`config.mk`:
```
export PLATFORM = sky130hd
export DESIGN_NAME = uart_rx_framed
export DESIGN_NICKNAME = d
export VERILOG_FILES = /design/src/rtl/uart_rx_framed.sv
export SDC_FILE = /design/constraint.sdc
export NUM_CORES = 1
export LEC_CHECK = 0
export CAP_MARGIN = 20
export CORE_MARGIN = 2
export CORE_UTILIZATION = 60
export CTS_BUF_LIST = sky130_fd_sc_hd__clkbuf_4
export DETAILED_ROUTE_END_ITERATION = 10
export GPL_ROUTABILITY_DRIVEN = 0
export PLACE_DENSITY = 0.8
export SYNTH_ARGS = -nofsm -noshare
export SYNTH_HDL_FRONTEND = slang
export SYNTH_SLANG_ARGS = --single-unit
```
`constraint.sdc`:
```
create_clock -name clock -period 5.3 [get_ports clock]
set_input_delay 1.325 -clock clock [delete_from_list [all_inputs] [get_ports clock]]
set_output_delay 1.325 -clock clock [all_outputs]
set_load 0.1 [all_outputs]
```
`src/rtl/uart_rx_framed.sv`:
```
// UART receiver with input synchroniser, false-start rejection, parity/framing checks
// and a one-entry valid/ready holding register that flags overrun.
module uart_rx_framed #(
    parameter int unsigned CLK_HZ    = 24_000_000,
    parameter int unsigned BAUDRATE  = 9_600,
    parameter int unsigned DATA_BITS = 8,
    parameter int unsigned PARITY    = 0,
    parameter int unsigned STOP_BITS = 1
) (
    input  logic                 clock,
    input  logic                 reset_n,
    input  logic                 rxd,
    output logic                 rx_valid,
    input  logic                 rx_ready,
    output logic [DATA_BITS-1:0] rx_data,
    output logic                 rx_parity_err,
    output logic                 rx_frame_err,
    output logic                 rx_overrun
);

    localparam int unsigned BIT_CNT     = CLK_HZ / BAUDRATE;
    localparam int unsigned HALF        = BIT_CNT / 2;
    localparam logic [24:0] BIT_RELOAD  = 25'(BIT_CNT - 1);
    localparam logic [24:0] HALF_RELOAD = 25'(HALF - 1);
    localparam logic [2:0]  LAST_BIT    = 3'(DATA_BITS - 1);
    localparam logic        LAST_STOP   = (STOP_BITS == 2);

    typedef enum logic [2:0] {StIdle, StStart, StData, StPar, StStop} state_t;

    logic                 r_sync1, r_sync2;
    state_t               r_state, w_state_d;
    logic [24:0]          r_cnt, w_cnt_d;
    logic [2:0]           r_bit_idx, w_bit_idx_d;
    logic                 r_stop_idx, w_stop_idx_d;
    logic [DATA_BITS-1:0] r_shift, w_shift_d;
    logic                 r_par_err, w_par_err_d;
    logic                 r_frm_err, w_frm_err_d;
    logic                 r_armed, w_armed_d;
    logic                 r_done, w_done_d;
    logic                 r_valid, w_valid_d;
    logic [DATA_BITS-1:0] r_data, w_data_d;
    logic                 r_perr_hold, w_perr_hold_d;
    logic                 r_ferr_hold, w_ferr_hold_d;
    logic                 r_overrun, w_overrun_d;
    logic                 w_rxs, w_tick, w_accept;

    assign w_rxs    = r_sync2;
    assign w_tick   = (r_cnt == 25'd0);
    assign w_accept = r_valid & rx_ready;

    always_ff @(posedge clock or negedge reset_n) begin
        if (!reset_n) begin
            r_sync1     <= 1'b1;
            r_sync2     <= 1'b1;
            r_state     <= StIdle;
            r_cnt       <= '0;
            r_bit_idx   <= '0;
            r_stop_idx  <= 1'b0;
            r_shift     <= '0;
            r_par_err   <= 1'b0;
            r_frm_err   <= 1'b0;
            r_armed     <= 1'b0;
            r_done      <= 1'b0;
            r_valid     <= 1'b0;
            r_data      <= '0;
            r_perr_hold <= 1'b0;
            r_ferr_hold <= 1'b0;
            r_overrun   <= 1'b0;
        end else begin
            r_sync1     <= rxd;
            r_sync2     <= r_sync1;
            r_state     <= w_state_d;
            r_cnt       <= w_cnt_d;
            r_bit_idx   <= w_bit_idx_d;
            r_stop_idx  <= w_stop_idx_d;
            r_shift     <= w_shift_d;
            r_par_err   <= w_par_err_d;
            r_frm_err   <= w_frm_err_d;
            r_armed     <= w_armed_d;
            r_done      <= w_done_d;
            r_valid     <= w_valid_d;
            r_data      <= w_data_d;
            r_perr_hold <= w_perr_hold_d;
            r_ferr_hold <= w_ferr_hold_d;
            r_overrun   <= w_overrun_d;
        end
    end

    always_comb begin
        w_state_d    = r_state;
        w_cnt_d      = r_cnt;
        w_bit_idx_d  = r_bit_idx;
        w_stop_idx_d = r_stop_idx;
        w_shift_d    = r_shift;
        w_par_err_d  = r_par_err;
        w_frm_err_d  = r_frm_err;
        w_armed_d    = r_armed;
        w_done_d     = 1'b0;
        if (r_state != StIdle && !w_tick) begin
            w_cnt_d = r_cnt - 25'd1;
        end
        unique case (r_state)
            StIdle: begin
                // A start is only armed once the line has been seen high (post-break recovery).
                if (w_rxs) begin
                    w_armed_d = 1'b1;
                end else if (r_armed) begin
                    w_state_d = StStart;
                    w_cnt_d   = HALF_RELOAD;
                end
            end
            StStart: begin
                if (w_tick) begin
                    if (w_rxs) begin
                        w_state_d = StIdle;
                    end else begin
                        w_state_d    = StData;
                        w_cnt_d      = BIT_RELOAD;
                        w_bit_idx_d  = '0;
                        w_stop_idx_d = 1'b0;
                        w_par_err_d  = 1'b0;
                        w_frm_err_d  = 1'b0;
                    end
                end
            end
            StData: begin
                if (w_tick) begin
                    // LSB first: after DATA_BITS right-shifts the first bit sits at bit 0.
                    w_shift_d   = {w_rxs, r_shift[DATA_BITS-1:1]};
                    w_cnt_d     = BIT_RELOAD;
                    w_bit_idx_d = r_bit_idx + 3'd1;
                    if (r_bit_idx == LAST_BIT) begin
                        w_state_d = (PARITY != 0) ? StPar : StStop;
                    end
                end
            end
            StPar: begin
                if (w_tick) begin
                    w_par_err_d = ((^r_shift) ^ w_rxs) != (PARITY == 1);
                    w_cnt_d     = BIT_RELOAD;
                    w_state_d   = StStop;
                end
            end
            StStop: begin
                if (w_tick) begin
                    w_frm_err_d = r_frm_err | ~w_rxs;
                    if (r_stop_idx == LAST_STOP) begin
                        w_state_d = StIdle;
                        w_done_d  = 1'b1;
                        w_armed_d = w_rxs;
                    end else begin
                        w_stop_idx_d = 1'b1;
                        w_cnt_d      = BIT_RELOAD;
                    end
                end
            end
            default: w_state_d = StIdle;
        endcase
    end

    always_comb begin
        w_valid_d     = r_valid;
        w_data_d      = r_data;
        w_perr_hold_d = r_perr_hold;
        w_ferr_hold_d = r_ferr_hold;
        w_overrun_d   = 1'b0;
        if (r_done) begin
            if (!r_valid || w_accept) begin
                w_valid_d     = 1'b1;
                w_data_d      = r_shift;
                w_perr_hold_d = r_par_err;
                w_ferr_hold_d = r_frm_err;
            end else begin
                w_overrun_d = 1'b1;
            end
        end else if (w_accept) begin
            w_valid_d = 1'b0;
        end
    end

    assign rx_valid      = r_valid;
    assign rx_data       = r_data;
    assign rx_parity_err = r_perr_hold;
    assign rx_frame_err  = r_ferr_hold;
    assign rx_overrun    = r_overrun;

endmodule

```
==> flow_summary.json, run 1 <==
{
  "start_util": 0.619,
  "endpoint_kind": "output port",
  "syn_inst": 271,
  "synth_fp_nets": 279,
  "post-route-period-util": 0.615,
  "dp_cells": 343,
  "cp.required_ns": 3.97,
  "num_io_pins": 16,
  "cts_buffers": 9,
  "cts_max_level": 3,
  "grt_pass1_wl_um": 9760,
  "cp_cell_sequence": "clkdlybuf4s50_1",
  "crit_path_max_incr_delay_ns": 1.14,
  "ant_nets": 0,
  "setup_slack_ns": 2.04,
  "nNetsFinal": 295,
  "hold_ws_ns": 0.361,
  "cts_tree": "yes",
  "crit_type": "reg2out",
  "dpl_worst_slack_ns": 2.50,
  "max_slew_margin": 0.355,
  "multiInputGateArea_um2": 1400,
  "grt_start_max_net_pins": 58,
  "worst_pin_slew_ns": 0.964,
  "hpwl_um": 3690,
  "leakage_nw": 1.43,
  "portBuffers": 15,
  "num_antenna_cells": 0,
  "rsz0062_at_grt": "false",
  "grt_overflow": 0,
  "cap_violations": 0,
  "final_cells": 358,
  "powerDensity_nw_per_um2": 335,
  "ys_types": 49,
  "die_area_um2": 5450,
  "cts_setup_buffers": 0,
  "hold_buffers": 0,
  "crit_fanout": 2,
  "avgSynthCellArea_um2": 10.8,
  "drt_first_iter_violations": 148,
  "fin_worst_skew_ns": 0.0177,
  "cts_root_buf": "clkbuf_4",
  "drive_gt1_frac": 0.162,
  "clk_latency_ns": 0.42,
  "core_um2": 4720,
  "cts_resized": 0,
  "ir_drop_mv": 0.245,
  "cpMaxStageDelayCell": "clkdlybuf4s50_1",
  "row_count": 25,
  "die_w_um": 73.8,
  "hold_violations": 0,
  "place_area_um2": 3100,
  "wire_per_inst_um": 15.9,
  "grt_pass1_vias": 2065,
  "slew_violations": 0,
  "yosysTopAreaCell": "dfrtp_1",
  "area_growth_pct": 11.2,
  "p_total_mw": 1.09,
  "yosys_register_bits": 57,
  "die_h_um": 73.8,
  "yosys-top-cells-area": "dfrtp_1 47%, mux2_2 6.9%, xnor2_1 3.0%",
  "vias": 2139,
  "async_flop_share": 1.00,
  "ys_seq_area_frac": 0.489,
  "antenna_found_initial": 0,
  "synthFlopType": "dfrtp_1",
  "yosysWarnings": 0,
  "synth.cell_area_um2": 2920,
  "synth_edf_count": 0,
  "setup-tns-final_ns": 0,
  "fin_util": 0.688,
  "nFillCells": 365,
  "cp.buffers_inverters": 1,
  "dr.pass1.iters": 4,
  "min_period_ns": 3.26,
  "via_per_inst": 5.97,
  "cp-start-kind": "flip-flop",
  "synth_top_area_share": 0.471,
  "routed_wl_um": 5680,
  "worstHoldPathType": "reg2reg",
  "grt_util_all_layers": 0.240,
  "design_area_um2": 3250,
  "yosysMostFrequentCell": "dfrtp_1",
  "fmax_mhz": 307,
  "path_clk_slew_ns": 0.11,
  "clock_sinks": 57,
  "critical_path.top_delay_family": "buffers and inverters",
  "clockBufferDepth": 2,
  "worstPathArrival_ns": 1.94,
  "setup_violations": 0,
  "drc": 0,
  "register_area_um2": 1430,
  "netlist_top_cells_count": "55 x dfrtp_1, 23 x nor2_1, 18 x mux2_2, 14 x nand2_1, 13 x o21ai_0",
  "outcome": "completed"
}
==> power breakdown <==
part           switching [mW]  total (mW)  internal, mW
Clock                   0.165       0.351         0.186
Combinational           0.132       0.210        0.0785
Sequential             0.0564       0.527         0.471
==> cells in the final DEF (no fill, tap or decap), types with 7 or more instances in the layout <==
cell type | Yosys | final
dfrtp_1 | 55 | 55
nor2_1 | 23 | 23
mux2_2 | 18 | 18
nand2_1 | 14 | 14
clkdlybuf4s50_1 | 0 | 14
o21ai_0 | 13 | 13
a21oi_1 | 11 | 11
xnor2_1 | 10 | 10
inv_1 | 9 | 9
or3_1 | 9 | 9
clkbuf_4 | 0 | 9
xor2_1 | 8 | 8
nor4_1 | 7 | 7
nor3_1 | 7 | 7
nand4_1 | 7 | 7
==> metal layers <==
| layer | vias up | track usage | part of all wire |
|---|---|---|---|
| met5 | - | 0 | 0 |
| met4 | 0 | 0.121 | 0.025 |
| met3 | 14 | 0.0412 | 0.031 |
| met2 | 44 | 0.354 | 0.46 |
| met1 | 1051 | 0.341 | 0.48 |
| li1 | 1030 | - | - |
==> layout make-up <==
cell class                 count  share of cell area
clock buffer                   9              0.0208
clock inverter                 6              0.0258
inverter                       9              0.0104
multi-input combinational    194               0.431
sequential                    57               0.440
tap                           67              0.0258
timing repair buffer          16              0.0470
==> cell families (layout without fill, tap and decap cells) <==
family,after synthesis,after routing,synth area share
adder cells (fa/ha/maj),4,4,0.0171
AND/OR/NAND/NOR,102,102,0.218
buffers and inverters,20,40,0.0321
XOR/XNOR,19,19,0.0616
flip-flops,57,57,0.489
AO/OA/AOI/OAI,49,49,0.106
multiplexers,20,20,0.0762
==> path summary, 6_finish.rpt <==
path                                  from  cells past startpoint  slack (ns)    endpoint
worst min register to register     r_sync1                      0        0.36     r_sync2
min in group asynchronous          reset_n                      2        1.04   r_cnt[12]
worst max register to register    r_cnt[0]                      7        2.50    r_cnt[7]
worst min-delay path               r_sync1                      0        0.36     r_sync2
worst max-delay path            rx_data[0]                      1        2.04  rx_data[0]
max in group asynchronous          reset_n                      2        3.79  r_state[1]
==> registers in the layout (all words and copies together) (netlist names) <==
signal,flops
rx_valid,1
r_shift,8
rx_data,8
rx_parity_err,1
r_par_err,1
r_frm_err,1
rx_frame_err,1
r_sync2,1
rx_overrun,1
r_bit_idx,3
r_done,1
r_state,3
r_armed,1
r_sync1,1
r_cnt,25
No activity file was read; power rests on OpenSTA's default activity.
==> run 2: changes to the inputs <==
Settings changed: CORE_UTILIZATION 60 to 56, PLACE_DENSITY 0.8 to 0.78.
Clock period 5.3 ns to 2.86 ns, I/O delays scaled along.
==> run 2 against run 1 <==
Routed wire length is 1.9% lower. Clock-buffer cell count is the same. Sequential share of layout area grew 0.12 points. Critical path type is now reg2reg. Largest cell class unchanged.
==> flow_summary.json, run 2 (synthesis results as in run 1) <==
{
  "area_growth_pct": 10.9,
  "clockBufferDepth": 2,
  "nFillCells": 426,
  "grt_overflow": 0,
  "multiInputGateArea_um2": 1400,
  "design_area_um2": 3240,
  "path_clk_slew_ns": 0.10,
  "antenna_found_initial": 0,
  "fmax_mhz": 419,
  "ir_drop_mv": 0.510,
  "cts_resized": 0,
  "fin_worst_skew_ns": 0.0136,
  "final_common_cell": "dfrtp_1",
  "clk_latency_ns": 0.41,
  "portBuffers": 15,
  "fin_util": 0.639,
  "crit_fanout": 18,
  "powerDensity_nw_per_um2": 603,
  "slew_violations": 0,
  "wire_per_inst_um": 15.2,
  "endpoint_kind": "flip-flop",
  "register_area_um2": 1430,
  "worst_pin_slew_ns": 0.776,
  "cp.required_ns": 3.18,
  "num_antenna_cells": 0,
  "die_area_um2": 5810,
  "post-route-period-util": 0.835,
  "cts_root_buf": "clkbuf_4",
  "row_count": 26,
  "cts_tree": "yes",
  "routed_wl_um": 5570,
  "grt_pass1_wl_um": 9760,
  "hpwl_um": 3920,
  "ant_nets": 0,
  "cts_buffers": 9,
  "die_h_um": 76.2,
  "cp_cell_sequence": "inv_1 > ha_1 > nor4b_1 > nand4_1 > o21ai_2 > nor3_1 > a21oi_1",
  "cp-start-kind": "flip-flop",
  "reg2reg_slack_ns": 0.47,
  "nNetsFinal": 299,
  "drt_first_iter_violations": 170,
  "grt_util_all_layers": 0.215,
  "regMostFlops": "r_cnt",
  "cpMaxStageDelayCell": "o21ai_2",
  "clock_sinks": 57,
  "worstPathArrival_ns": 2.71,
  "min_period_ns": 2.39,
  "die_w_um": 76.2,
  "crit_path_max_incr_delay_ns": 0.72,
  "cap_violations": 0,
  "place_area_um2": 3100,
  "grt_start_max_net_pins": 22,
  "outcome": "completed",
  "drive_gt1_frac": 0.216,
  "cts_max_level": 3,
  "worstHoldPathType": "in2async",
  "cts_setup_buffers": 0,
  "setup_violations": 0,
  "setup-tns-final_ns": 0,
  "hold_violations": 0,
  "crit_type": "reg2reg",
  "rsz0062_at_grt": "false",
  "num_io_pins": 16,
  "largest_register_ffs": 25,
  "grt_pass1_vias": 2096,
  "dr.pass1.iters": 4,
  "critical_path.top_delay_family": "compound AO/OA/AOI/OAI gates",
  "hold_buffers": 0,
  "via_per_inst": 5.79,
  "drc": 0,
  "cp.buffers_inverters": 1,
  "leakage_nw": 1.46,
  "final_cell_mix": "55 x dfrtp_1, 23 x nor2_1, 18 x mux2_2, 17 x buf_4, 14 x nand2_1",
  "start_util": 0.576,
  "vias": 2119,
  "max_slew_margin": 0.483,
  "core_um2": 5070
}
## run 2: changes by cell type in the layout (fill, tap and decap cells not counted)
cell / delta
bufinv_16: -1
clkinv_4: +2
clkdlybuf4s50_1: -12
buf_4: +16
## run 2: area by class of cell
class / count / share of cell area
Sequential cell: 57 / 0.441
Multi-Input combinational cell: 194 / 0.432
Timing Repair Buffer: 20 / 0.0471
Tap cell: 70 / 0.0270
Clock inverter: 7 / 0.0220
Clock buffer: 9 / 0.0208
Inverter: 9 / 0.0104
## run 2: worst paths after layout
path,start,to,depth (start not counted)
max,r_cnt[0],r_cnt[0],7
min,reset_n,r_cnt[1],1
max reg2reg,r_cnt[0],r_cnt[0],7
min reg2reg,r_sync1,r_sync2,0
max in group asynchronous,reset_n,r_sync2,2
min in group clock,r_sync1,r_sync2,0
## run 2: power breakdown
group,internal (mW),switching [mW]
clock,0.264,0.304
sequential,0.873,0.0993
combinational,0.159,0.254
## run 2: metal layers
metal | global-route usage | wire, um | vias to the layer above
met5 | 0 | 0 | -
met4 | 0.102 | 119 | 0
met3 | 0.0735 | 259 | 14
met2 | 0.322 | 2630 | 49
met1 | 0.282 | 2570 | 1007
li1 | - | - | 1049
## run 2: per-stage QoR
step,total power [mW],hold WS (ns),setup slack [ns],cells
2_1_floorplan,1.28,0.345,0.910,271
4_1_cts,1.96,0.259,0.499,366
6_report,1.95,0.256,0.471,366
3_5_place_dp,1.39,0.354,0.523,350
5_1_grt,2.07,0.265,0.188,366
3_3_place_gp,1.38,0.347,0.585,350
